$ cat src/rtl/fetch_prefetch_unit_pkg.sv
// Shared constants for the fetch stage and the execute logic that drives redirect/halt.
// The FSM encoding and the opcode values are defined here once so both sides agree.
package fetch_prefetch_unit_pkg;

    localparam int INST_W = 32;
    localparam int OPC_W  = 4;

    // Opcode field sits in the top bits of the instruction word.
    localparam logic [OPC_W-1:0] OP_JMP  = 4'h8;
    localparam logic [OPC_W-1:0] OP_HALT = 4'hF;

    typedef enum logic [1:0] {
        IDLE   = 2'd0,
        RUN    = 2'd1,
        HALTED = 2'd2
    } fetch_state_t;

endpackage

$ cat src/rtl/fetch_prefetch_unit_sync_fifo.sv
// Small synchronous FIFO holding {instruction, pc} pairs between memory and decode.
// Flush empties it in one cycle; the head entry is visible combinationally.
module fetch_prefetch_unit_sync_fifo #(
    parameter int WIDTH = 48,
    parameter int DEPTH = 4,
    localparam int PW = $clog2(DEPTH),
    localparam int CW = PW + 1
) (
    input  logic             clk,
    input  logic             rst,
    input  logic             flush,
    input  logic             push,
    input  logic [WIDTH-1:0] push_data,
    input  logic             pop,
    output logic [WIDTH-1:0] head_data,
    output logic             full,
    output logic             empty,
    output logic [CW-1:0]    count
);

    logic [WIDTH-1:0] r_mem [DEPTH];
    logic [PW-1:0]    r_wr_ptr;
    logic [PW-1:0]    r_rd_ptr;
    logic [CW-1:0]    r_count;
    logic             w_do_push;
    logic             w_do_pop;

    assign full      = (r_count == CW'(DEPTH));
    assign empty     = (r_count == '0);
    assign count     = r_count;
    assign head_data = r_mem[r_rd_ptr];

    // A push into a full FIFO is accepted only when the head leaves on the same edge.
    assign w_do_pop  = pop & ~empty;
    assign w_do_push = push & (~full | w_do_pop);

    always_ff @(posedge clk) begin
        if (w_do_push) begin
            r_mem[r_wr_ptr] <= push_data;
        end
    end

    always_ff @(posedge clk) begin
        if (rst || flush) begin
            r_wr_ptr <= '0;
            r_rd_ptr <= '0;
            r_count  <= '0;
        end else begin
            if (w_do_push) begin
                r_wr_ptr <= r_wr_ptr + 1'b1;
            end
            if (w_do_pop) begin
                r_rd_ptr <= r_rd_ptr + 1'b1;
            end
            case ({w_do_push, w_do_pop})
                2'b10:   r_count <= r_count + 1'b1;
                2'b01:   r_count <= r_count - 1'b1;
                default: r_count <= r_count;
            endcase
        end
    end

endmodule

$ cat src/rtl/fetch_prefetch_unit.sv
// Decoupled instruction fetch: issues reads to a one-cycle instruction memory, buffers
// the words in a prefetch FIFO and hands them to decode over a valid/ready handshake.
module fetch_prefetch_unit
    import fetch_prefetch_unit_pkg::*;
#(
    parameter int PC_W       = 16,
    parameter int AW         = 4,
    parameter int FIFO_DEPTH = 4
) (
    input  logic              clk,
    input  logic              rst,
    output logic              imem_en,
    output logic [AW-1:0]     imem_addr,
    input  logic [INST_W-1:0] imem_rdata,
    output logic              inst_valid,
    output logic [INST_W-1:0] inst_data,
    output logic [PC_W-1:0]   inst_pc,
    input  logic              inst_ready,
    input  logic              redirect_valid,
    input  logic [PC_W-1:0]   redirect_target,
    input  logic              halt_req,
    output logic              halted
);

    localparam int CW = $clog2(FIFO_DEPTH) + 1;
    localparam int EW = INST_W + PC_W;

    // Handshake: decode takes the head on an edge where inst_valid & inst_ready; while
    // inst_valid is high and inst_ready low the head (inst_data/inst_pc) is held stable.

    fetch_state_t      r_state;
    logic [PC_W-1:0]   r_pc;
    logic [PC_W-1:0]   r_req_pc;
    logic              r_imem_en;
    logic [AW-1:0]     r_imem_addr;
    logic              r_halted;
    logic [INST_W-1:0] r_last_data;
    logic [PC_W-1:0]   r_last_pc;

    logic [EW-1:0]     w_fifo_head;
    logic              w_fifo_full;
    logic              w_fifo_empty;
    logic [CW-1:0]     w_fifo_count;
    logic              w_running;
    logic              w_halt;
    logic              w_redirect;
    logic              w_flush;
    logic              w_pop;
    logic              w_push;
    logic              w_issue;
    logic [CW:0]       w_occ;
    logic [CW:0]       w_limit;

    assign w_running  = (r_state == RUN);
    assign w_halt     = w_running & halt_req;
    assign w_redirect = w_running & redirect_valid & ~halt_req;
    assign w_flush    = w_halt | w_redirect;
    assign w_pop      = inst_valid & inst_ready;

    // The word returning this cycle belongs to last cycle's request; a flush drops it.
    assign w_push  = w_running & r_imem_en & ~w_flush & (~w_fifo_full | w_pop);

    // Occupancy after this edge (stored + returning - leaving) must leave room for one more.
    assign w_occ   = {1'b0, w_fifo_count} + {{CW{1'b0}}, r_imem_en};
    assign w_limit = (CW+1)'(FIFO_DEPTH) + {{CW{1'b0}}, w_pop};
    assign w_issue = w_running & ~w_flush & (w_occ < w_limit);

    fetch_prefetch_unit_sync_fifo #(
        .WIDTH (EW),
        .DEPTH (FIFO_DEPTH)
    ) u_fifo (
        .clk       (clk),
        .rst       (rst),
        .flush     (w_flush),
        .push      (w_push),
        .push_data ({imem_rdata, r_req_pc}),
        .pop       (w_pop),
        .head_data (w_fifo_head),
        .full      (w_fifo_full),
        .empty     (w_fifo_empty),
        .count     (w_fifo_count)
    );

    always_ff @(posedge clk) begin
        if (rst) begin
            r_state     <= IDLE;
            r_pc        <= '0;
            r_req_pc    <= '0;
            r_imem_en   <= 1'b0;
            r_imem_addr <= '0;
            r_halted    <= 1'b0;
        end else begin
            case (r_state)
                IDLE: begin
                    r_state   <= RUN;
                    r_imem_en <= 1'b0;
                end
                RUN: begin
                    if (w_halt) begin
                        r_state   <= HALTED;
                        r_halted  <= 1'b1;
                        r_imem_en <= 1'b0;
                    end else if (w_redirect) begin
                        r_pc      <= redirect_target;
                        r_imem_en <= 1'b0;
                    end else if (w_issue) begin
                        r_imem_en   <= 1'b1;
                        r_imem_addr <= r_pc[AW-1:0];
                        r_req_pc    <= r_pc;
                        r_pc        <= r_pc + 1'b1;
                    end else begin
                        r_imem_en <= 1'b0;
                    end
                end
                HALTED: begin
                    r_imem_en <= 1'b0;
                end
                default: begin
                    r_state   <= IDLE;
                    r_imem_en <= 1'b0;
                end
            endcase
        end
    end

    // Remember the last presented head so the outputs hold while the FIFO is empty.
    always_ff @(posedge clk) begin
        if (rst) begin
            r_last_data <= '0;
            r_last_pc   <= '0;
        end else if (!w_fifo_empty) begin
            r_last_data <= w_fifo_head[EW-1:PC_W];
            r_last_pc   <= w_fifo_head[PC_W-1:0];
        end
    end

    assign imem_en    = r_imem_en;
    assign imem_addr  = r_imem_addr;
    assign inst_valid = ~w_fifo_empty;
    assign inst_data  = w_fifo_empty ? r_last_data : w_fifo_head[EW-1:PC_W];
    assign inst_pc    = w_fifo_empty ? r_last_pc : w_fifo_head[PC_W-1:0];
    assign halted     = r_halted;

endmodule

$ cat config.mk
export PLATFORM = sky130hd
export DESIGN_NAME = fetch_prefetch_unit
export DESIGN_NICKNAME = d
export VERILOG_FILES = /design/src/rtl/fetch_prefetch_unit_pkg.sv /design/src/rtl/fetch_prefetch_unit_sync_fifo.sv /design/src/rtl/fetch_prefetch_unit.sv
export SDC_FILE = /design/constraint.sdc
export NUM_CORES = 1
export LEC_CHECK = 0
export ABC_CLOCK_PERIOD_IN_PS = 3870
export CAP_MARGIN = 20
export CORE_AREA = 2 2 113 225
export DETAILED_ROUTE_END_ITERATION = 7
export DIE_AREA = 0 0 115 227
export GPL_TIMING_DRIVEN = 0
export SLEW_MARGIN = 20
export SYNTH_ARGS = -nofsm -noshare
export SYNTH_HDL_FRONTEND = slang
export SYNTH_SLANG_ARGS = --single-unit
export TNS_END_PERCENT = 10
$ cat constraint.sdc
create_clock -name clk -period 3.87 [get_ports clk]
set_input_delay 0.5805 -clock clk [delete_from_list [all_inputs] [get_ports clk]]
set_output_delay 0.5805 -clock clk [all_outputs]
set_load 0.005 [all_outputs]
==> flow_summary.json <==
{
  "status": "finished, final reports clean",
  "insertion_delay_ns": 0.53,
  "critPathCaptureType": "primary output",
  "cts_max_level": 1,
  "synth_area_leaders": "edfxtp_1 (53%), dfxtp_1 (17%), mux4_2 (9.9%)",
  "dpl_worst_slack_ns": 0.572,
  "final_nets": 857,
  "post-route-period-util_pct": 91.8,
  "synthToLayoutAreaGrowth_pct": 22.8,
  "path_cells": "buf_2, buf_2, mux4_2, mux2_2, clkdlybuf4s50_1",
  "start_kind": "register",
  "gp_congestion": 0.892,
  "cts_sinks": 285,
  "post-cts-setup-buffer-count": 0,
  "crit_fanout": 10,
  "finalWorstSetupSlack_ns": 0.316,
  "num_io_pins": 108,
  "ant_nets": 0,
  "cts_inserted_buffers": 26,
  "hpwl_um": 14900,
  "synth_edf_count": 192,
  "numPortBuffers": 107,
  "power_density_nw_per_um2": 459,
  "synth_common_cells": "edfxtp_1 (192), dfxtp_1 (93), nor2b_1 (50)",
  "p_total_uw": 6130,
  "layout_min_cycle_time_ns": 3.55,
  "syn_area_per_cell_um2": 16.6,
  "drc": 0,
  "grt_pass1_wl_um": 35200,
  "max_slew_margin_pct": 52.9,
  "worstSetupPathType": "reg2out",
  "grt_pass1_vias": 6435,
  "synth_cell_types": 36,
  "ctsHoldBuffers": 0,
  "synth-seq-cells": 285,
  "die-area_um2": 26100,
  "hold_viol": 0,
  "rows": 81,
  "setup_violations": 0,
  "synthesis.nets": 718,
  "rsz0062_at_grt": "false",
  "dominantRegCellSynth": "edfxtp_1",
  "grt_overflow_total": 0,
  "crit_family": "buffers and inverters",
  "clock_path_buffers": 3,
  "ys_warn_count": 0,
  "arrival_ns": 2.97,
  "dr_total_vias": 5907,
  "cts_tree": "done",
  "hp-class": "reg2reg",
  "cts-root-buf": "clkbuf_16",
  "cp_common_cell": "buf_2",
  "n_antenna_cell": 0,
  "slowest_delay_ns": 0.55,
  "synthArstFlopShare_pct": 0,
  "yosysSeqAreaShare_pct": 70.1,
  "p_leak_uw": 0.00446,
  "drt_iter0_markers": 266,
  "crit_buf_inv": 3,
  "synthCells": 656,
  "core_um2": 24300,
  "fin_skew_ns": 0.00856,
  "drt-total-wl_um": 22400,
  "clkTransAtPathRegs_ns": 0.07,
  "synth_top_cell_area_share_pct": 53.0,
  "antenna_found_initial": 0,
  "vdd_drop_max_uv": 374,
  "tightestPinTransition_ns": 0.706,
  "cap_violations": 0,
  "initial_core_util_pct": 44.7,
  "cpMaxStageDelayCell": "mux4_2",
  "wl_per_cell_um": 20.3,
  "firstDrtPassIters": 4,
  "drive_above_1_share_pct": 21.0,
  "track_usage_pct": 17.8,
  "synth_most_common_cell": "edfxtp_1",
  "die_w_um": 115,
  "crit_required_ns": 3.29,
  "syn_area_um2": 10900,
  "grt_max_degree": 43,
  "clock.fmax_ghz": 0.281,
  "slew_violations": 0,
  "yosysTopAreaCell": "edfxtp_1",
  "via_per_inst": 5.35,
  "fp.dieH_um": 227
}
flip-flops by register name, summed over array words and instances, names as in the netlist, named ones only:
name / cells
r_last_data: 32
u_fifo.count: 3
r_last_pc: 16
u_fifo.r_wr_ptr: 2
imem_en: 1
r_state: 2
r_pc: 16
halted: 1
r_req_pc: 16
u_fifo.r_rd_ptr: 2
u_fifo.r_mem: 192
per-stage QoR:
step	area [µm²]	hold slack (ns)	TNS [ns]	std cells	utilization (%)
after floorplan	10900	0.444	0	656	-
after global placement	12300	0.460	-141.31	1053	50.6
after detailed placement	12400	0.462	0	1057	51.1
after CTS	13400	0.473	0	1105	54.9
after global routing	13400	0.503	0	1105	54.9
final	13400	0.473	0	1105	54.9
cells by family after synthesis:
group                    after synthesis  share of synthesized area, %
adder cells (fa/ha/maj)                9                          1.10
multiplexers                          97                          15.0
AO/OA/AOI/OAI                         39                          2.30
AND/OR/NAND/NOR                      159                          7.74
buffers and inverters                 45                          1.94
XOR/XNOR                              22                          1.77
flip-flops                           285                          70.1
worst reg2reg max path: cells and delay by family (launching register included):
family,cells,cell delay (ns)
buffers and inverters,3,0.63
AND/OR/NAND/NOR,4,0.60
flip-flops,1,0.41
adder cells (fa/ha/maj),2,0.58
XOR/XNOR,2,0.31
area by class of cell:
class	count	area (µm²)
inverters	6	22.5
flip-flops and latches	285	7630
plain buffers	39	191
clock inverters	10	108
fillers	2039	11000
repair buffers	111	1180
multi-input cells	326	3050
clock buffers	38	820
well taps	290	363
placed cells by master, fill, tap and decap left out, types with 3 or more instances in the layout:
master,instances
clkinvlp_4,3
mux2_2,48
xor2_1,3
buf_16,4
clkdlybuf4s50_1,107
nor4_1,4
clkbuf_1,23
mux4_2,48
edfxtp_1,192
nand3_1,5
a211oi_1,14
dfxtp_1,93
nand4_1,3
nor3_1,4
inv_1,6
nor2_1,30
ha_1,8
clkbuf_8,6
nor2b_1,50
buf_2,10
a21oi_1,19
buf_4,6
clkbuf_16,29
nor4b_1,5
and2_4,4
nand2_1,40
xnor2_1,19
o21ai_0,4
clkinv_2,5
report_power, final:
| part | internal [µW] | switching, µW | total, µW | leakage, µW |
|---|---|---|---|---|
| clock | 1600 | 1090 | 2700 | 0.000452 |
| sequential | 3250 | 17.5 | 3270 | 0.00257 |
| combinational | 85.3 | 78.2 | 163 | 0.00144 |
path summary, 6_finish.rpt:
kind                                        end  slack, ns             from  depth (start not counted)
worst max-delay path              inst_data[27]       0.32         register                          5
worst min-delay path               r_req_pc[15]       0.47         r_pc[15]                          2
worst max register to register  u_fifo.count[2]       1.23  u_fifo.count[0]                         11
worst min register to register     r_req_pc[15]       0.47         r_pc[15]                          2
per-layer routing:
layer | global-route usage, % | share of wire, %
met1 | 18.8 | 37
met2 | 34.7 | 57
met3 | 2.45 | 3.7
met4 | 6.92 | 3.0
met5 | 0 | 0
what timing repair did:
item / CTS / global route
gates resized for setup: 1 / 2
endpoints found under the hold margin: 0 / 0
setup endpoints to repair: 1 / 3
No activity file was read; power rests on OpenSTA's default activity.
